[config.mk]
export PLATFORM = sky130hd
export DESIGN_NAME = rtc_write_sequencer
export DESIGN_NICKNAME = d
export VERILOG_FILES = /design/src/rtl/rtc_write_sequencer_pkg.sv /design/src/rtl/rtc_phase_cnt.sv /design/src/rtl/rtc_write_sequencer.sv
export SDC_FILE = /design/constraint.sdc
export NUM_CORES = 1
export LEC_CHECK = 0
export ABC_AREA = 1
export CAP_MARGIN = 20
export CELL_PAD_IN_SITES_DETAIL_PLACEMENT = 1
export CELL_PAD_IN_SITES_GLOBAL_PLACEMENT = 1
export CORE_MARGIN = 3
export CORE_UTILIZATION = 36
export DETAILED_ROUTE_END_ITERATION = 7
export PLACE_DENSITY_LB_ADDON = 0.25
export RECOVER_POWER = 50
export REMOVE_ABC_BUFFERS = 1
export SLEW_MARGIN = 20
export SYNTH_ARGS = -nofsm -noshare
export SYNTH_HDL_FRONTEND = slang
export SYNTH_SLANG_ARGS = --single-unit
export TNS_END_PERCENT = 5
[constraint.sdc]
create_clock -name clk -period 2 [get_ports clk]
set_input_delay 0.4 -clock clk [delete_from_list [all_inputs] [get_ports clk]]
set_output_delay 0.4 -clock clk [all_outputs]
set_load 0.01 [all_outputs]
[src/rtl/rtc_write_sequencer_pkg.sv]
// Shared definitions for the RTC bus sequencers (write and readback).
// Holds the sequencer state encoding, default phase timings and the idle
// levels of the RTC control lines and data bus.
package rtc_write_sequencer_pkg;

  typedef enum logic [3:0] {
    StIdle,
    StASetup,
    StAStrobe,
    StAHold,
    StGap,
    StDSetup,
    StDStrobe,
    StDHold,
    StDone
  } rtc_wr_state_t;

  // Default phase lengths in clock cycles; every one must be >= 1.
  localparam int unsigned DefTSetup = 2;
  localparam int unsigned DefTPulse = 4;
  localparam int unsigned DefTHold  = 2;
  localparam int unsigned DefTGap   = 4;

  // Inactive level of AD/CS/RD/RW (all strobes active-low, AD=1 is data).
  localparam logic       LineIdle = 1'b1;
  localparam logic [7:0] BusIdle  = 8'h00;

  function automatic int unsigned max4(input int unsigned a, input int unsigned b,
                                       input int unsigned c, input int unsigned d);
    int unsigned m;
    m = a;
    if (b > m) m = b;
    if (c > m) m = c;
    if (d > m) m = d;
    return m;
  endfunction

endpackage

[src/rtl/rtc_phase_cnt.sv]
// Loadable down-counter timing each phase of an RTC bus cycle.
// Ports:
//   clk_i   - clock, rising edge
//   rst_ni  - synchronous active-low reset, clears the count
//   load_i  - load value_i this cycle (takes priority over counting)
//   value_i - reload value (phase length minus one)
//   zero_o  - count is zero; the current phase ends on the next edge
// The count holds at zero instead of wrapping.
module rtc_phase_cnt #(
  parameter int unsigned Width = 3
) (
  input  logic             clk_i,
  input  logic             rst_ni,
  input  logic             load_i,
  input  logic [Width-1:0] value_i,
  output logic             zero_o
);

  localparam logic [Width-1:0] One = Width'(1);

  logic [Width-1:0] cnt_q, cnt_d;

  always_comb begin
    cnt_d = cnt_q;
    if (load_i) begin
      cnt_d = value_i;
    end else if (cnt_q != '0) begin
      cnt_d = cnt_q - One;
    end
  end

  always_ff @(posedge clk_i) begin
    if (!rst_ni) begin
      cnt_q <= '0;
    end else begin
      cnt_q <= cnt_d;
    end
  end

  assign zero_o = (cnt_q == '0);

endmodule

[src/rtl/rtc_write_sequencer.sv]
// Write bus-cycle generator for the RTC multiplexed address/data bus.
// One accepted start produces an address phase, a CS-high gap and a data
// phase, each phase being setup / strobe / hold, followed by one DONE cycle.
// Ports:
//   clk, reset_n      - clock and synchronous active-low reset
//   start, addr, data - write request; addr/data latched when start accepted in IDLE
//   busy, done        - sequence in flight / one-cycle completion pulse
//   AD_e, CS_e, RD_e, RW_e - write-side RTC control set to the control mux
//   dato_out, oe      - byte for the shared bus and its tri-state enable
// Every output is a flop loaded from the levels of the state being entered,
// so outputs change only on the edge that enters a state.
module rtc_write_sequencer
  import rtc_write_sequencer_pkg::*;
#(
  parameter int unsigned T_SETUP = DefTSetup,
  parameter int unsigned T_PULSE = DefTPulse,
  parameter int unsigned T_HOLD  = DefTHold,
  parameter int unsigned T_GAP   = DefTGap
) (
  input  logic       clk,
  input  logic       reset_n,
  input  logic       start,
  input  logic [7:0] addr,
  input  logic [7:0] data,
  output logic       busy,
  output logic       done,
  output logic       AD_e,
  output logic       CS_e,
  output logic       RD_e,
  output logic       RW_e,
  output logic [7:0] dato_out,
  output logic       oe
);

  localparam int unsigned CntW = $clog2(max4(T_SETUP, T_PULSE, T_HOLD, T_GAP) + 1);

  rtc_wr_state_t   state_q, state_d;
  logic            accept;
  logic            cnt_load;
  logic [CntW-1:0] cnt_value;
  logic            cnt_zero;
  logic [7:0]      addr_q, addr_d;
  logic [7:0]      data_q, data_d;

  logic       ad_q, ad_d;
  logic       cs_q, cs_d;
  logic       rd_q;
  logic       rw_q, rw_d;
  logic       oe_q, oe_d;
  logic [7:0] dato_q, dato_d;
  logic       busy_q, busy_d;
  logic       done_q, done_d;

  rtc_phase_cnt #(
    .Width (CntW)
  ) u_phase_cnt (
    .clk_i   (clk),
    .rst_ni  (reset_n),
    .load_i  (cnt_load),
    .value_i (cnt_value),
    .zero_o  (cnt_zero)
  );

  // State register and request latches.
  always_ff @(posedge clk) begin
    if (!reset_n) begin
      state_q <= StIdle;
      addr_q  <= 8'h00;
      data_q  <= 8'h00;
    end else begin
      state_q <= state_d;
      addr_q  <= addr_d;
      data_q  <= data_d;
    end
  end

  // Next state: timed states advance once the phase counter has run down.
  always_comb begin
    state_d = state_q;
    accept  = 1'b0;
    unique case (state_q)
      StIdle: begin
        if (start) begin
          state_d = StASetup;
          accept  = 1'b1;
        end
      end
      StASetup:  if (cnt_zero) state_d = StAStrobe;
      StAStrobe: if (cnt_zero) state_d = StAHold;
      StAHold:   if (cnt_zero) state_d = StGap;
      StGap:     if (cnt_zero) state_d = StDSetup;
      StDSetup:  if (cnt_zero) state_d = StDStrobe;
      StDStrobe: if (cnt_zero) state_d = StDHold;
      StDHold:   if (cnt_zero) state_d = StDone;
      StDone:    state_d = StIdle;
      default:   state_d = StIdle;
    endcase
  end

  // Requests are only captured on acceptance; later input changes are ignored.
  always_comb begin
    addr_d = accept ? addr : addr_q;
    data_d = accept ? data : data_q;
  end

  // Counter reloads with (length - 1) of whichever state is being entered.
  always_comb begin
    cnt_load = (state_d != state_q);
    unique case (state_d)
      StASetup, StDSetup:   cnt_value = CntW'(T_SETUP - 1);
      StAStrobe, StDStrobe: cnt_value = CntW'(T_PULSE - 1);
      StAHold, StDHold:     cnt_value = CntW'(T_HOLD - 1);
      StGap:                cnt_value = CntW'(T_GAP - 1);
      default:              cnt_value = '0;
    endcase
  end

  // Output levels of the state being entered; addr_d/data_d make the latched
  // byte visible in the very first A_SETUP cycle.
  always_comb begin
    ad_d   = LineIdle;
    cs_d   = LineIdle;
    rw_d   = LineIdle;
    oe_d   = 1'b0;
    dato_d = BusIdle;
    busy_d = (state_d != StIdle);
    done_d = (state_d == StDone);
    unique case (state_d)
      StASetup, StAHold: begin
        ad_d   = 1'b0;
        cs_d   = 1'b0;
        oe_d   = 1'b1;
        dato_d = addr_d;
      end
      StAStrobe: begin
        ad_d   = 1'b0;
        cs_d   = 1'b0;
        rw_d   = 1'b0;
        oe_d   = 1'b1;
        dato_d = addr_d;
      end
      StDSetup, StDHold: begin
        cs_d   = 1'b0;
        oe_d   = 1'b1;
        dato_d = data_d;
      end
      StDStrobe: begin
        cs_d   = 1'b0;
        rw_d   = 1'b0;
        oe_d   = 1'b1;
        dato_d = data_d;
      end
      StIdle, StGap, StDone: begin
      end
      default: begin
      end
    endcase
  end

  always_ff @(posedge clk) begin
    if (!reset_n) begin
      ad_q   <= LineIdle;
      cs_q   <= LineIdle;
      rd_q   <= LineIdle;
      rw_q   <= LineIdle;
      oe_q   <= 1'b0;
      dato_q <= BusIdle;
      busy_q <= 1'b0;
      done_q <= 1'b0;
    end else begin
      ad_q   <= ad_d;
      cs_q   <= cs_d;
      rd_q   <= LineIdle;
      rw_q   <= rw_d;
      oe_q   <= oe_d;
      dato_q <= dato_d;
      busy_q <= busy_d;
      done_q <= done_d;
    end
  end

  assign AD_e     = ad_q;
  assign CS_e     = cs_q;
  assign RD_e     = rd_q;
  assign RW_e     = rw_q;
  assign oe       = oe_q;
  assign dato_out = dato_q;
  assign busy     = busy_q;
  assign done     = done_q;

endmodule

; ---- Word-level counts from Yosys, hierarchy flattened
; Cells that the tools add are included.
[totals]
register_bits = 37
latch_bits = 0
ramBits = 0
rom_bits = 0
input_bits = 19
output_inout_bits = 15
wordCells = 60
memories = 0
[op_classes]
add_sub_neg = 1
n_mul = 0
div = 0
magnitude_cmp = 0
n_eq_ne = 16
shift = 0
mux = 21
bitwise_logic = 0
n_reduce_logical = 11
[ops]
columns = op, count
row1 = $eq 4x3->1 const B, 8
row2 = $mux 4, 8
row3 = $pmux 4 s8, 1
row4 = $eq 4x2->1 const B, 4
row5 = $mux 8, 2
row6 = $pmux 8 s2, 1
row7 = $reduce_or 3->1, 3
row8 = $eq 4x1->1 const B, 2
row9 = $mux 1, 6
row10 = $mux 3, 2
row11 = $reduce_or 6->1, 1
row12 = $eq 4x4->1 const B, 1
row13 = $logic_not 4->1, 1
row14 = $ne 4x4->1, 1
row15 = $pmux 2 s2, 1
row16 = $reduce_bool 4->1, 1
row17 = $reduce_or 4->1, 1
row18 = $logic_not 3->1, 1
row19 = $reduce_bool 3->1, 1
row20 = $sub 3x1->3 const B, 1
row21 = $reduce_bool 2->1, 1
row22 = $reduce_or 2->1, 1

; ---- Logic depth before layout (Yosys ltp)
; Gate-level depths: netlist (run 1).
[depth]
depth_word = 7
mapped_depth = 14
mapped_depth_nobuf = 14

; ---- Hierarchy
; From an unflattened synthesis (run 1), not the netlist that was laid out.
[hier_totals]
cells_unflattened = 222
area_unflattened_um2 = 1711.6
[modules_own_cells]
columns = module, n_inst, cells_each, area_per_inst_um2, seq_area_each_um2
row1 = rtc_write_sequencer, 1, 193, 1511.4, 680.7
row2 = rtc_phase_cnt, 1, 29, 200.2, 60.1

; ---- Worst setup path after synthesis (run 1)
; No wires, ideal clock.
[synth_timing]
kind = register to register
start = register u_phase_cnt.cnt_q[0]
end = register u_phase_cnt.cnt_q[1]
arrival_ns = 1.415
slack_ns = 0.476
stages_incl_launch_ff = 14
path_buffers = 0
period_less_slack_ns = 1.524
cell_sequence = dfxtp_1 > inv_1 > ha_1 > nand2_2 > nand2_1 > nand3_1 > nand2_4 > nand2_2 > nand2_4 > nand2_2 > nand2_2 > nand3_1 > nand2_1 > inv_1
[synth_between]
elab_chain_len = 7
word_cells_on_any_way = 25
cone_classes = add/sub (1) / eq/ne (8) / mux (11) / reduce/logical (5)
[synth_lines]
columns = item, line
row1 = from (decl), rtc_phase_cnt.sv:21  ; logic [Width-1:0] cnt_q, cnt_d;
row2 = from (signal assigned), rtc_phase_cnt.sv:36  ; cnt_q <= cnt_d;
row3 = $logic_not 3->1, rtc_phase_cnt.sv:40  ; assign zero_o = (cnt_q == '0);
row4 = $mux 4 (tied with other cells), rtc_write_sequencer.sv:94  ; StDHold: if (cnt_zero) state_d = StDone;
row5 = $pmux 4 s8, rtc_write_sequencer.sv:81  ; unique case (state_q)
row6 = $eq 4x3->1 (tied with other cells), rtc_write_sequencer.sv:109  ; unique case (state_d)
row7 = $reduce_or 4->1 (no line) / $reduce_or 3->1 (equally long branches), n/a
row8 = $pmux 2 s2, rtc_write_sequencer.sv:109
row9 = $mux 3, rtc_phase_cnt.sv:25  ; if (load_i) begin
; Several ways; a longest one is shown, not always the timed one. The select of a mux whose other input is x is not followed.
; A chain may end at the register's enable or synchronous reset.

; ---- Worst setup path in the final report (run 1)
[layout_timing]
start = register u_phase_cnt.cnt_q[0]
end = register dato_q[2] (netlist: dato_out[2])
[layout_between]
elab_chain_len = 6
word_cells_on_any_way = 18
cone_classes = eq/ne (6) / mux (9) / reduce/logical (3)
[layout_lines]
columns = item, line
row1 = $logic_not 3->1 *, rtc_phase_cnt.sv:40
row2 = $mux 4 (tied with other cells), rtc_write_sequencer.sv:94
row3 = $pmux 4 s8 *, rtc_write_sequencer.sv:81
row4 = $eq 4x3->1 (tied with other cells), rtc_write_sequencer.sv:128  ; unique case (state_d)
row5 = $reduce_or 3->1 (no line), n/a
row6 = $pmux 8 s2 *, rtc_write_sequencer.sv:128
row7 = to (signal assigned), rtc_write_sequencer.sv:167  ; dato_q <= BusIdle;
row8 = to (signal assigned), rtc_write_sequencer.sv:176  ; dato_q <= dato_d;
row9 = to (decl), rtc_write_sequencer.sv:50  ; logic [7:0] dato_q, dato_d;
; Every way passes the cells marked *; elsewhere a longest branch is shown, timed or not.

==> key figures, run 1 <==
Placed design
  • DP Wirelength: 2770 µm
  • Placer Congestion: 0.741
  • Worst slack at placement: 0.141 ns
  • Dpl cells: 296
  • I/O Buffers: 32

Drt
  • Via count: 1442
  • # DRC: 0
  • Pre-antenna DRT Iters: 4
  • Drt total wl: 3670 µm
  • Final ANT Viol Nets: 0
  • Routed len/inst: 12.1 µm
  • Vias per cell: 4.76
  • DRT iter0 DRCs: 62

Timing
  • Final worst slack: 0.221 ns
  • Max Fclk: 562 MHz
  • Relative slew slack: 66.4%
  • Crit share post-route: 89.0%
  • Post-route clock skew: 0.00665 ns
  • Fin. max-slew vios: 0
  • Fin. Hold Viols: 0
  • Unrepaired setup endpoints after global routing: no
  • Tightest Pin Transition: 0.503 ns
  • Final Critical Period: 1.78 ns
  • Setup Total Neg Slack: 0 ns
  • Final setup fails: 0

Worst setup path
  • Required @ worst endpoint: 2.23 ns
  • CP Launch Type: flop
  • Endpoint class of the critical path: flop
  • Max Fanout on Critical Path: 8
  • Worst reg-to-reg setup slack: 0.22 ns
  • Worst r2r src: u_phase_cnt.cnt_q[0]
  • R2r endpoint: dato_out[2]
  • R2R cell count: 10
  • Setup Crit Path Kind: reg -> reg
  • Crit path DAT: 2.01 ns

Die
  • Initial Utilization: 38.0%
  • I/O Pins: 34
  • CORE AREA: 4410 µm²
  • Die W: 74.2 µm
  • Die Span Y: 74.2 µm
  • Total die area: 5510 µm²
  • Std-Cell Rows: 24

Clocking
  • H-tree levels: 2
  • Hold_buf cts: 0
  • Clk sinks: 37
  • Worst skew pair latency: 0.28 ns
  • Setup Buffers After CTS: 0
  • Root Buffer: clkbuf_8
  • Reg clk slew, reported paths: 0.07 ns
  • Post-cts resize count: 0
  • Cts bufs inserted: 5
  • TritonCTS clock tree: done
  • Bufs on Longest Clock Path: 2

Global route
  • Vias in the first global route: 1382
  • Largest net degree at the start of global routing: 20
  • Total Routing Usage GR: 14.8%
  • Initial antenna violation count: 0
  • GRT overflow: 0
  • Global-route wire length before repair: 6140 µm

Logic synthesis
  • Compound-cell area share of the yosys netlist: 7.09%
  • Largest family of logic cells by synthesized area: simple AND/OR/NAND/NOR gates
  • Most common cell in the netlist: nor2_1
  • EDFF count, synth: 0
  • Count of unique library cells instantiated by Yosys: 29
  • Synth Warn #: 0
  • Post-synthesis sequential area ratio: 44.2%
  • Post-synth top cells: nor2_1, dfxtp_1, nand2_1, nand3_1, inv_1
  • Largest area contributor in the netlist: dfxtp_1
  • Synth Cell Area: 1680 µm²
  • Adder-cell share of the synthesized area: 1.49%
  • Yosys reg bits: 37
  • XOR/XNOR Fraction of Synth Area: 0.522%
  • Area contributors post-synth: dfxtp_1, nor2_1, nand2_1, nand3_1, nand2_4
  • Cell count after synthesis: 217
  • Post-synthesis simple-gate area fraction: 38.1%
  • Synth top area share: 44.2%
  • Async S/R FF share, synth: 0%
  • Mux share of post-synthesis cell area: 0%
  • Avg Cell Area, Syn: 7.73 µm²
  • Ys flop type: dfxtp_1

Layout
  • Final nets: 272
  • Final non-filler cell total: 303
  • Fillers: 551
  • Area Growth Syn to Fin: 25.9%
  • Ratio of cells with drive above 1 in the final layout: 16.3%
  • Antenna diode instance count: 0

Power
  • P_leak: 0.972 nW
  • VDD IR max: 0.629 mV
  • Power per Cell Area: 1530 nW/µm²

Worst hold path
  • Worst min-delay path startpoint: data_q[0]
  • Hold path depth: 2
  • Worst Hold End: data_q[0]
  • Worst min-delay path category: reg -> reg

Outcome
  • Status: complete, no violations

Flow run
  • Max Cap Violations: 0
-- cell families (layout without fill, tap and decap cells) --
| family | after synthesis | in the layout |
|---|---|---|
| other | 1 | 1 |
| flip-flops | 37 | 37 |
| buffers and inverters | 29 | 63 |
| AND/OR/NAND/NOR | 125 | 125 |
| adder cells (fa/ha/maj) | 2 | 2 |
| XOR/XNOR | 1 | 1 |
| AO/OA/AOI/OAI | 22 | 22 |
-- state kept, by name (all words and copies together), names as in the netlist --
name	cells
AD_e	1
CS_e	1
RW_e	1
addr_q	8
busy	1
data_q	8
dato_out	8
done	1
oe	1
state_q	4
u_phase_cnt.cnt_q	3
-- critical path, stage by stage (launching register included) --
cell     delay [ns]
dfxtp_1        0.30
inv_1          0.12
ha_1           0.25
nand3_2        0.14
inv_1          0.11
nand2_1        0.07
nand2_1        0.09
nand3_1        0.16
inv_1          0.28
nand3_1        0.13
nand2_1        0.08
-- how the worst max path moves through the flow --
stage                          from                   end  slack (ns)  cells after the start
3_5_place_dp                  start  u_phase_cnt.cnt_q[0]        0.14                     12
3_3_place_gp                  start  u_phase_cnt.cnt_q[0]        0.16                     12
4_1_cts        u_phase_cnt.cnt_q[0]           dato_out[2]        0.19                     10
6_report       u_phase_cnt.cnt_q[0]           dato_out[2]        0.22                     10
2_1_floorplan  u_phase_cnt.cnt_q[0]  u_phase_cnt.cnt_q[0]        0.46                     14
5_1_grt        u_phase_cnt.cnt_q[0]  u_phase_cnt.cnt_q[0]        0.03                     13
-- layout make-up --
cell class                 instances  area (µm²)  area share (%)
multi-input combinational        151         796            37.7
clock buffer                       7        86.3            4.09
timing repair buffer              34         335            15.9
sequential                        37         741            35.1
inverter                          22        87.6            4.15
tap                               52        65.1            3.08
-- per-stage QoR --
| stage | util, % | power (mW) | hold WS [ns] | instance area, µm² |
|---|---|---|---|---|
| after detailed placement | 45.9 | 2.79 | 0.505 | 2020 |
| after CTS | 47.8 | 3.32 | 0.519 | 2110 |
| final | 47.8 | 3.23 | 0.517 | 2110 |
| after floorplan | - | 2.24 | 0.481 | 1620 |
| after global routing | 47.8 | 3.52 | 0.549 | 2110 |
| after global placement | 45.9 | 2.75 | 0.502 | 2020 |
-- cells in the final DEF (no fill, tap or decap), types with 2 or more instances in the layout --
master / Yosys / layout
clkdlybuf4s50_1: 0 / 28
inv_4: 2 / 2
clkbuf_8: 0 / 6
nor2_2: 3 / 3
dfxtp_1: 37 / 37
nand3_2: 2 / 2
ha_1: 2 / 2
inv_1: 11 / 12
nor2_4: 4 / 4
nand4_1: 2 / 2
o21ai_1: 10 / 10
nand2_1: 34 / 34
nand3_1: 19 / 19
inv_2: 8 / 7
buf_4: 3 / 2
o21ai_0: 7 / 7
a21oi_1: 2 / 2
dlygate4sd3_1: 0 / 4
nand2_4: 5 / 5
nor2_1: 48 / 48
nand2_2: 5 / 5
-- where the power goes --
group	total [mW]	switching, mW	leakage [nW]	internal [mW]
Clock	0.515	0.242	0.0443	0.273
Sequential	1.08	0.105	0.305	0.973
Combinational	1.64	1.02	0.623	0.620
Total	3.23	1.37	0.972	1.87
-- metal layers --
| metal | vias up | part of all wire, % | GRT usage [%] |
|---|---|---|---|
| met2 | 24 | 50 | 25.4 |
| met3 | 7 | 3.7 | 3.78 |
| met5 | - | 0 | 0 |
| met1 | 661 | 44 | 17.5 |
| li1 | 750 | - | - |
| met4 | 0 | 1.9 | 6.52 |
No activity file was read; power rests on OpenSTA's default activity.
==> inputs of run 2 (changes only) <==
Settings changed: CORE_UTILIZATION 36 to 37, SYNTH_HIERARCHICAL set to 1.
==> run 2 against run 1 <==
Worst hold slack worse by 0.044 ns. First-iteration DRC count down 32%. Combinational power shrank 20%. Synthesized area up 2.1%. Power fell by 13%. Critical path type unchanged. Critical endpoint is now u_phase_cnt/cnt_q[1].
==> key figures, run 2 <==
Layout
  • Final nets: 283 (+4.0%)
  • Final non-filler cell total: 315 (+4.0%)
  • FF/Latch Area: 741 µm² (unchanged)
  • Commonest cells after routing, fill and taps aside: nand2_1, dfxtp_1, clkdlybuf4s50_1
  • Final core utilization: 50.1% (+2.2 points)
  • Fillers: 547 (-0.73%)
  • Area Growth Syn to Fin: 29.1%
  • Ratio of cells with drive above 1 in the final layout: 19.8% (+3.4 points)
  • Multi-input gate area: 803 µm² (+0.94%)
  • Antenna diode instance count: 0 (unchanged)
  • Commonest non-fill, non-tap cell in the layout: nand2_1

Worst hold path
  • Worst min-delay path category: reg -> reg
  • Worst min-delay path startpoint: data_q[6]

Logic synthesis
  • Yosys reg bits: 37 (unchanged)
  • Area contributors post-synth: dfxtp_1, nand2_1, nor2_1, inv_1, nand3_1
  • Synth top area share: 43.3% (-0.90 points)
  • Count of unique library cells instantiated by Yosys: 27 (-6.9%)
  • Synth Cell Area: 1710 µm² (+2.1%)
  • EDFF count, synth: 0 (unchanged)
  • Post-synth top cells: nand2_1, dfxtp_1, nor2_1, inv_1, nand3_1
  • Avg Cell Area, Syn: 7.71 µm² (-0.21%)
  • Synth Warn #: 6 (+6)
  • Async S/R FF share, synth: 0% (unchanged)
  • Cell count after synthesis: 222 (+2.3%)
  • Most common cell in the netlist: nand2_1
  • Largest area contributor in the netlist: dfxtp_1
  • Ys flop type: dfxtp_1
  • Post-synthesis sequential area ratio: 43.3% (-0.90 points)

Timing
  • Final setup fails: 0 (unchanged)
  • Fin. max-slew vios: 0 (unchanged)
  • Hold_ws: 0.473 ns (-0.0443 ns)
  • Final Critical Period: 1.82 ns (+0.0361 ns)
  • Post-route clock skew: 0.00407 ns (-0.00258 ns)
  • Crit share post-route: 90.8% (+1.8 points)
  • Fin. Hold Viols: 0 (unchanged)
  • Max Fclk: 551 MHz (-2.0%)

Worst setup path
  • Max stage delay on crit path: 0.31 ns (about the same)
  • Max Fanout on Critical Path: 6 (-2)
  • Critical path endpoint: u_phase_cnt/cnt_q[1]
  • Crit path DAT: 2.00 ns (about the same)
  • CP Launch Type: flop
  • R2R cell count: 15 (+5)
  • Crit path launch: u_phase_cnt/cnt_q[0]
  • Endpoint class of the critical path: flop
  • Slowest CP cell: dfxtp_1
  • CP top delay family: simple AND/OR/NAND/NOR gates
  • CP Cell Sequence: inv_1, ha_1, inv_1, nor2_4, inv_2, nand2_1, nand2_1, nand2_2, nand2_4, a21oi_4, o21ai_4, inv_2, nand3_2, o21ai_1, nor2_1
  • Required @ worst endpoint: 2.18 ns (-0.05 ns)
  • R2r endpoint: u_phase_cnt/cnt_q[1]
  • Worst r2r src: u_phase_cnt/cnt_q[0]
  • Worst reg-to-reg setup slack: 0.18 ns (-0.04 ns)
  • Crit path buffers/inverters: 4 (+1)
  • Critical path depth in cells: 15 (+5)
  • Setup Crit Path Kind: reg -> reg

Global route
  • Global-route wire length before repair: 6490 µm (+5.6%)
  • Vias in the first global route: 1400 (+1.3%)
  • Largest net degree at the start of global routing: 25 (+25%)
  • Total Routing Usage GR: 15.4% (+0.60 points)
  • Initial antenna violation count: 0 (unchanged)
  • GRT overflow: 0 (unchanged)

Power
  • Power per Cell Area: 1270 nW/µm² (-17%)
  • P_sw: 1.08 mW (-21%)
  • Switch share: 38.6% (-3.7 points)
  • Internal power: 1.73 mW (-7.5%)
  • Clock share of power: 17.8% (+1.9 points)
  • P_leak: 1.01 nW (+3.5%)
  • Sequential share of power: 35.6% (+2.3 points)
  • Combinational share of power: 46.6% (-4.1 points)
  • VDD IR max: 0.601 mV (-4.5%)

Placed design
  • I/O Buffers: 32 (unchanged)
  • Placer Congestion: 0.806 (+8.8%)
  • DP Wirelength: 2930 µm (+5.9%)
  • Dpl cells: 307 (+3.7%)

Clocking
  • Cts bufs inserted: 5 (unchanged)
  • Worst skew pair latency: 0.29 ns (about the same)
  • TritonCTS clock tree: done
  • Reg clk slew, reported paths: 0.07 ns (about the same)
  • Setup Buffers After CTS: 0 (unchanged)
  • Root Buffer: clkbuf_8
  • Clk sinks: 37 (unchanged)
  • Bufs on Longest Clock Path: 2 (unchanged)
  • H-tree levels: 2 (unchanged)

Die
  • I/O Pins: 34 (unchanged)
  • Die W: 74.0 µm (-0.31%)
  • Initial Utilization: 38.8% (+0.79 points)
  • Total die area: 5480 µm² (-0.62%)
  • Die Span Y: 74.0 µm (-0.31%)
  • Std-Cell Rows: 24 (unchanged)
  • CORE AREA: 4410 µm² (unchanged)

Drt
  • Vias per cell: 4.72 (-0.81%)
  • Via count: 1487 (+3.1%)
  • # DRC: 0 (unchanged)
  • Drt total wl: 3970 µm (+8.2%)
  • Pre-antenna DRT Iters: 4 (unchanged)
  • DRT iter0 DRCs: 42 (-32%)
  • Routed len/inst: 12.6 µm (+4.1%)
  • Final ANT Viol Nets: 0 (unchanged)

Outcome
  • Status: complete, no violations

Flow run
  • Max Cap Violations: 0 (unchanged)
==> run 2: cell count changes in the layout (fill, tap and decap cells not counted), moves of 7 or more <==
cell	previous run	this run
a21oi_1	2	13
o21ai_1	10	2
nand4_1	2	11
inv_1	12	21
buf_4	2	9
nor2_1	48	24
nand2_1	34	48
==> run 2: what timing repair did <==
action                     CTS  global route
setup endpoints to repair    3            11
resized for setup            2             9
gates cloned                 0             0
hold buffers                 0             0
==> run 2: power by group through the flow <==
| stage | Clock (mW) | Sequential [mW] | Combinational [mW] |
|---|---|---|---|
| final | 0.500 | 1.00 | 1.31 |
| after global routing | 0.545 | 1.02 | 1.47 |
| after CTS | 0.518 | 1.00 | 1.29 |
| after detailed placement | 0 | 1.02 | 1.27 |
| after global placement | 0 | 1.01 | 1.25 |
| after floorplan | 0 | 1.05 | 0.738 |
==> run 2: cells by family (layout without fill, tap and decap cells) <==
logic type | Yosys count | in the layout | synth area share, %
flip-flops | 37 | 37 | 43.3
buffers and inverters | 37 | 78 | 10.6
other | 2 | 2 | 0.439
XOR/XNOR | 1 | 1 | 0.512
AND/OR/NAND/NOR | 122 | 122 | 36.0
AO/OA/AOI/OAI | 21 | 21 | 7.68
adder cells (fa/ha/maj) | 2 | 2 | 1.46
==> run 2: routing by layer <==
| layer | vias up | GRT usage, % | share of wire (%) |
|---|---|---|---|
| li1 | 769 | - | - |
| met1 | 692 | 20.3 | 47 |
| met2 | 21 | 24.8 | 48 |
| met3 | 5 | 3.65 | 3.1 |
| met4 | 0 | 5.43 | 1.3 |
| met5 | - | 0 | 0 |
==> run 2: final cells by class <==
type | instances | area share [%]
multi-input cells | 148 | 36.4
flip-flops and latches | 37 | 33.5
repair buffers | 42 | 18.5
inverters | 28 | 4.98
clock buffers | 6 | 3.28
well taps | 52 | 2.94
clock inverters | 2 | 0.453
==> run 2: worst min path at each step <==
stage	end	slack (ns)	cells after the start
2_1_floorplan	data_q[0]	0.45	2
3_3_place_gp	data_q[1]	0.46	2
3_5_place_dp	data_q[6]	0.46	2
4_1_cts	data_q[6]	0.47	2
5_1_grt	data_q[6]	0.48	2
6_report	data_q[6]	0.47	2
==> run 2: per-stage QoR <==
| step | power [mW] | worst slack (ns) | cell area [µm²] | TNS (ns) |
|---|---|---|---|---|
| 6_report | 2.81 | 0.184 | 2210 | 0 |
| 5_1_grt | 3.03 | -0.000721 | 2210 | -0.000721 |
| 4_1_cts | 2.81 | 0.0239 | 2200 | 0 |
| 3_5_place_dp | 2.29 | -0.203 | 2110 | -0.544 |
| 3_3_place_gp | 2.26 | -0.0747 | 2110 | -0.170 |
| 2_1_floorplan | 1.78 | -0.0451 | 1640 | -0.0500 |
==> run 2: worst reg2reg max path, stage by stage, from the launching register on <==
cell,delay (ns)
dfxtp_1,0.31
inv_1,0.07
ha_1,0.17
inv_1,0.07
nor2_4,0.13
inv_2,0.05
nand2_1,0.08
nand2_1,0.08
nand2_2,0.09
nand2_4,0.07
a21oi_4,0.14
o21ai_4,0.10
inv_2,0.08
nand3_2,0.10
o21ai_1,0.14
nor2_1,0.05
